File: src/rtl/sysid_reader.sv
// Avalon-MM read master that fetches the system-ID word (address 0) and the timestamp
// word (address 1), compares them against build-time values and reports match/timeout.
module sysid_reader #(
   parameter logic [31:0] EXPECTED_ID        = 32'd0,
   parameter logic [31:0] EXPECTED_TIMESTAMP = 32'd1416191880,
   parameter int unsigned READ_LATENCY       = 0,
   parameter int unsigned TIMEOUT_CYCLES     = 255
) (
   input  logic        clock,
   input  logic        reset_n,
   input  logic        start,
   output logic        avm_address,
   output logic        avm_read,
   input  logic        avm_waitrequest,
   input  logic [31:0] avm_readdata,
   output logic        busy,
   output logic        done,
   output logic [31:0] id_value,
   output logic [31:0] ts_value,
   output logic        id_match,
   output logic        ts_match,
   output logic        timeout
);

   typedef enum logic [2:0] {
      S_IDLE, S_RD_ID, S_LAT_ID, S_RD_TS, S_LAT_TS, S_DONE
   } state_t;

   localparam logic [15:0] TIMEOUT_VAL = 16'(TIMEOUT_CYCLES);
   localparam logic [2:0]  LAT_LOAD    = 3'((READ_LATENCY == 0) ? 0 : READ_LATENCY - 1);

   state_t      state_q, state_d;
   logic [15:0] stall_q, stall_d;
   logic [2:0]  lat_q, lat_d;
   logic [31:0] id_cap_q, id_cap_d, ts_cap_q, ts_cap_d;
   logic [31:0] id_value_q, id_value_d, ts_value_q, ts_value_d;
   logic        id_match_q, id_match_d, ts_match_q, ts_match_d;
   logic        timeout_q, timeout_d;
   logic        avm_read_q, avm_read_d, avm_address_q, avm_address_d;
   logic        busy_q, busy_d, done_q, done_d;
   logic        accept;

   assign accept = avm_read_q & ~avm_waitrequest;

   // NOTE: every variable gets its hold value first so no path can infer a latch.
   always_comb begin
      state_d    = state_q;
      stall_d    = stall_q;
      lat_d      = lat_q;
      id_cap_d   = id_cap_q;
      ts_cap_d   = ts_cap_q;
      id_value_d = id_value_q;
      ts_value_d = ts_value_q;
      id_match_d = id_match_q;
      ts_match_d = ts_match_q;
      timeout_d  = timeout_q;

      unique case (state_q)
         S_IDLE: begin
            if (start) begin
               state_d    = S_RD_ID;
               stall_d    = '0;
               id_cap_d   = '0;
               ts_cap_d   = '0;
               id_match_d = 1'b0;
               ts_match_d = 1'b0;
               timeout_d  = 1'b0;
            end
         end
         S_RD_ID, S_RD_TS: begin
            if (accept) begin
               if (READ_LATENCY == 0) begin
                  if (state_q == S_RD_ID) begin
                     id_cap_d = avm_readdata;
                     state_d  = S_RD_TS;
                     stall_d  = '0;
                  end else begin
                     ts_cap_d = avm_readdata;
                     state_d  = S_DONE;
                  end
               end else begin
                  lat_d   = LAT_LOAD;
                  state_d = (state_q == S_RD_ID) ? S_LAT_ID : S_LAT_TS;
               end
            end else if (avm_waitrequest) begin
               // The stall that would push past TIMEOUT_CYCLES aborts the sequence.
               if (TIMEOUT_CYCLES != 0 && stall_q == TIMEOUT_VAL) begin
                  state_d   = S_DONE;
                  timeout_d = 1'b1;
               end else begin
                  stall_d = stall_q + 16'd1;
               end
            end
         end
         S_LAT_ID: begin
            if (lat_q == '0) begin
               id_cap_d = avm_readdata;
               state_d  = S_RD_TS;
               stall_d  = '0;
            end else begin
               lat_d = lat_q - 3'd1;
            end
         end
         S_LAT_TS: begin
            if (lat_q == '0) begin
               ts_cap_d = avm_readdata;
               state_d  = S_DONE;
            end else begin
               lat_d = lat_q - 3'd1;
            end
         end
         S_DONE:  state_d = S_IDLE;
         default: state_d = S_IDLE;
      endcase

      // Reported status changes only as the sequence ends.
      if (state_q != S_DONE && state_d == S_DONE) begin
         id_value_d = id_cap_d;
         ts_value_d = ts_cap_d;
         id_match_d = ~timeout_d & (id_cap_d == EXPECTED_ID);
         ts_match_d = ~timeout_d & (ts_cap_d == EXPECTED_TIMESTAMP);
      end

      avm_read_d    = (state_d == S_RD_ID) || (state_d == S_RD_TS);
      avm_address_d = (state_d == S_RD_TS);
      busy_d        = (state_d != S_IDLE) && (state_d != S_DONE);
      done_d        = (state_d == S_DONE);
   end

   // NOTE: sequential state uses non-blocking assignments only; reset is synchronous.
   always_ff @(posedge clock) begin
      if (!reset_n) begin
         state_q       <= S_IDLE;
         stall_q       <= '0;
         lat_q         <= '0;
         id_cap_q      <= '0;
         ts_cap_q      <= '0;
         id_value_q    <= '0;
         ts_value_q    <= '0;
         id_match_q    <= 1'b0;
         ts_match_q    <= 1'b0;
         timeout_q     <= 1'b0;
         avm_read_q    <= 1'b0;
         avm_address_q <= 1'b0;
         busy_q        <= 1'b0;
         done_q        <= 1'b0;
      end else begin
         state_q       <= state_d;
         stall_q       <= stall_d;
         lat_q         <= lat_d;
         id_cap_q      <= id_cap_d;
         ts_cap_q      <= ts_cap_d;
         id_value_q    <= id_value_d;
         ts_value_q    <= ts_value_d;
         id_match_q    <= id_match_d;
         ts_match_q    <= ts_match_d;
         timeout_q     <= timeout_d;
         avm_read_q    <= avm_read_d;
         avm_address_q <= avm_address_d;
         busy_q        <= busy_d;
         done_q        <= done_d;
      end
   end

   assign avm_read    = avm_read_q;
   assign avm_address = avm_address_q;
   assign busy        = busy_q;
   assign done        = done_q;
   assign id_value    = id_value_q;
   assign ts_value    = ts_value_q;
   assign id_match    = id_match_q;
   assign ts_match    = ts_match_q;
   assign timeout     = timeout_q;

endmodule

File: config.mk
export PLATFORM = sky130hd
export DESIGN_NAME = sysid_reader
export DESIGN_NICKNAME = d
export VERILOG_FILES = /design/src/rtl/sysid_reader.sv
export SDC_FILE = /design/constraint.sdc
export NUM_CORES = 1
export LEC_CHECK = 0
export CORE_MARGIN = 4
export CORE_UTILIZATION = 53
export DETAILED_ROUTE_END_ITERATION = 12
export PLACE_DENSITY = 0.88
export SLEW_MARGIN = 15
export SYNTH_ARGS = -nofsm -noshare
export SYNTH_HDL_FRONTEND = slang
export SYNTH_SLANG_ARGS = --single-unit
export TNS_END_PERCENT = 30
File: constraint.sdc
create_clock -name clock -period 2.8 [get_ports clock]
set_clock_uncertainty 0.1 [all_clocks]
set_input_delay 0.56 -clock clock [delete_from_list [all_inputs] [get_ports clock]]
set_output_delay 0.56 -clock clock [all_outputs]
set_load 0.02 [all_outputs]
==> results of run 1 <==
[worst min-delay path: cells and delay by family (launching register included)]
family	cells	cell delay [ps]
flops	1	310
simple gates	1	70
compound gates	1	60
[logic make-up (layout without fill, tap and decap cells)]
kind of cell / after synthesis / after routing
xor+xnor: 15 / 15
buf+inv: 54 / 211
flops: 157 / 157
simple gates: 282 / 282
compound gates: 163 / 163
fa+ha+maj: 3 / 3
[path summary, 6_finish.rpt]
path | end | slack, ps | depth (start not counted)
max | id_match | 230 | 10
min | id_match | 390 | 2
max reg2reg | id_match | 230 | 10
min reg2reg | id_match | 390 | 2
[layout make-up]
class / count / area [um2]
Sequential cell: 157 / 3140
Fill cell: 798 / 3010
Multi-Input combinational cell: 463 / 2900
Timing Repair Buffer: 173 / 1630
Clock buffer: 19 / 443
Clock inverter: 13 / 189
Tap cell: 143 / 179
Inverter: 6 / 22.5
[report_power, final]
part           internal (mW)  switching, mW
Clock                   1.52          0.937
Combinational          0.184          0.236
Sequential              2.26         0.0236
Total                   3.97           1.20
[sequential cells by signal, indices dropped and copies added (netlist names), 3 cells and up]
name,flops
id_cap_q,32
id_value,32
stall_q,16
ts_value,32
lat_q,3
ts_cap_q,32
state_q,3
[placed cells by master, fill, tap and decap left out, types with 14 or more instances in the layout]
| cell type | instances |
|---|---|
| dfxtp_1 | 157 |
| clkdlybuf4s50_1 | 105 |
| nor2_1 | 92 |
| nor2b_1 | 62 |
| buf_4 | 61 |
| a211oi_1 | 55 |
| a22oi_1 | 52 |
| nand2_1 | 32 |
| clkbuf_16 | 17 |
| and2_1 | 16 |
| nor4_1 | 15 |
| nand4_1 | 14 |
[metal layers]
layer | track usage (%) | wire length (um) | up-vias
li1 | - | - | 2725
met1 | 36.8 | 7950 | 2751
met2 | 45.1 | 8820 | 233
met3 | 8.23 | 1500 | 48
met4 | 10.1 | 457 | 0
met5 | 0 | 0 | -
[repair_timing]
| item | in CTS | in global routing |
|---|---|---|
| gates resized for setup | 0 | 1 |
| hold buffers | 0 | 0 |
| setup endpoints to repair | 0 | 33 |
[through the flow]
step | utilization [%] | total power [mW] | instance area [um2]
floorplan | - | 2.54 | 6300
global placement | 68.3 | 2.73 | 7870
detailed placement | 68.3 | 2.74 | 7870
CTS | 73.8 | 5.17 | 8500
global route | 73.9 | 5.32 | 8510
finish | 73.9 | 5.16 | 8510
==> impl_metrics.toml, run 1 <==
[grt]
grt_pass1_wl_um = 29700
antenna_found_initial = 0
grt_max_degree = 65
grt_pass1_vias = 5652
overflow = 0
track_usage_pct = 28.3

[timing]
timing.fmax_mhz = 389
finalHoldViolations = 0
drv_slew = 0
setup_ws_ps = 228
period_minus_slack_ps = 2570
worst_pin_slew_ps = 562
tns_ps = 0
relSlewSlack_pct = 62.5
setup_viol = 0
rsz0062_at_grt = "false"
fin_hold_ws_ps = 388
final.period_utilization_pct = 91.9

[synth]
syn_inst = 674
synth_top_area_cell = "dfxtp_1"
synth_top_area_share_pct = 49.9
yosys.area_share.simple_pct = 23.6
synth_mux_area_share_pct = 0
synth-async-reset-ratio_pct = 0
synth_area_mm2 = 0.00630
synth_top_family_by_area = "simple AND/OR/NAND/NOR gates"
synth-warning-count = 0
synth_ff_type = "dfxtp_1"
synthDistinctLibCells = 60
synth_most_common_cell = "dfxtp_1"
synth.area.top_cells = "dfxtp_1 (50%), a211oi_1 (6.6%), a22oi_1 (6.2%)"
synth_common_cells = "dfxtp_1 (157), nor2_1 (92), nor2b_1 (62), a211oi_1 (55), a22oi_1 (52)"
syn_area_per_cell_um2 = 9.35
synth_xor_area_share_pct = 2.08
seq_area_frac_synth_pct = 49.9
synth_seq_cells = 157
synth-adder-area-share_pct = 0.595
synth_edf_count = 0
synth_compound_area_share_pct = 19.6
synth.net_count = 713

[drt]
drtPass1Iterations = 6
dr_total_vias = 5757
viasPerCell = 5.91
wirelength_um = 18700
wl_per_cell_um = 19.2
route.detailed.drc = 0
ant_nets = 0
first_iter_violations = 654

[worst_setup_path]
reg2reg_from = "lat_q[0]"
required_ps = 3070
cp-start-kind = "flip-flop"
crit_arrival_ps = 2840
end_kind = "flip-flop"
worst-setup-path-type = "flip-flop to flip-flop"
startpoint = "lat_q[0]"
crit_buf_inv = 2
path_common_cell = "nand2_1"
cp_slowest_stage_delay_ps = 510
crit_slowest_cell = "or4_1"
path_cells = "inv_1, ha_1, nor3b_2, nand2_1, a21o_1, buf_4, o41ai_1, nand2_1, or4_1, o21ai_1"
crit_fanout = 12
cpLargestDelayFamily = "simple AND/OR/NAND/NOR gates"

[floorplan]
start_util_pct = 54.7
rows = 39
boundaryPins = 107
die_h_um = 117
core_area_mm2 = 0.0115
dieWidth_um = 117
die_area_mm2 = 0.0137

[power_and_ir_drop]
p_per_area_mw_per_mm2 = 607
ir_drop_uv = 559
p_leak_nw = 3.00

[cts]
htreeDepth = 4
cts.path.max_buffers = 2
clock_latency_ps = 430
clk_pin_slew_ps = 60
cts_root_buf = "clkbuf_16"
postCtsSetupBuffers = 0
clock_sinks = 157
cts_made_buffers = 17
cts_tree = "done"

[final_layout]
diodes = 0
area_delta_synth_final_pct = 35.0
drive_above_1_share_pct = 14.0
instances_no_fill = 974
nNetsFinal = 857

[placed_design]
place_congestion = 0.969
dp_cells = 942
place_ws_ps = -80.9
numPortBuffers = 106
dp.final_hpwl_um = 13500

[run_status]
status = "finished clean"

[worst_hold_path]
min_path_type = "flip-flop to flip-flop"
min_from = "id_match"

[run]
maxCapViolations = 0
(Power assumes the default switching activity.)
==> run 2: changes to the inputs <==
- HOLD_SLACK_MARGIN: unset -> 0.05
==> results of run 2 <==
No change in the layout: final DEF, timing and power equal those of run 1.
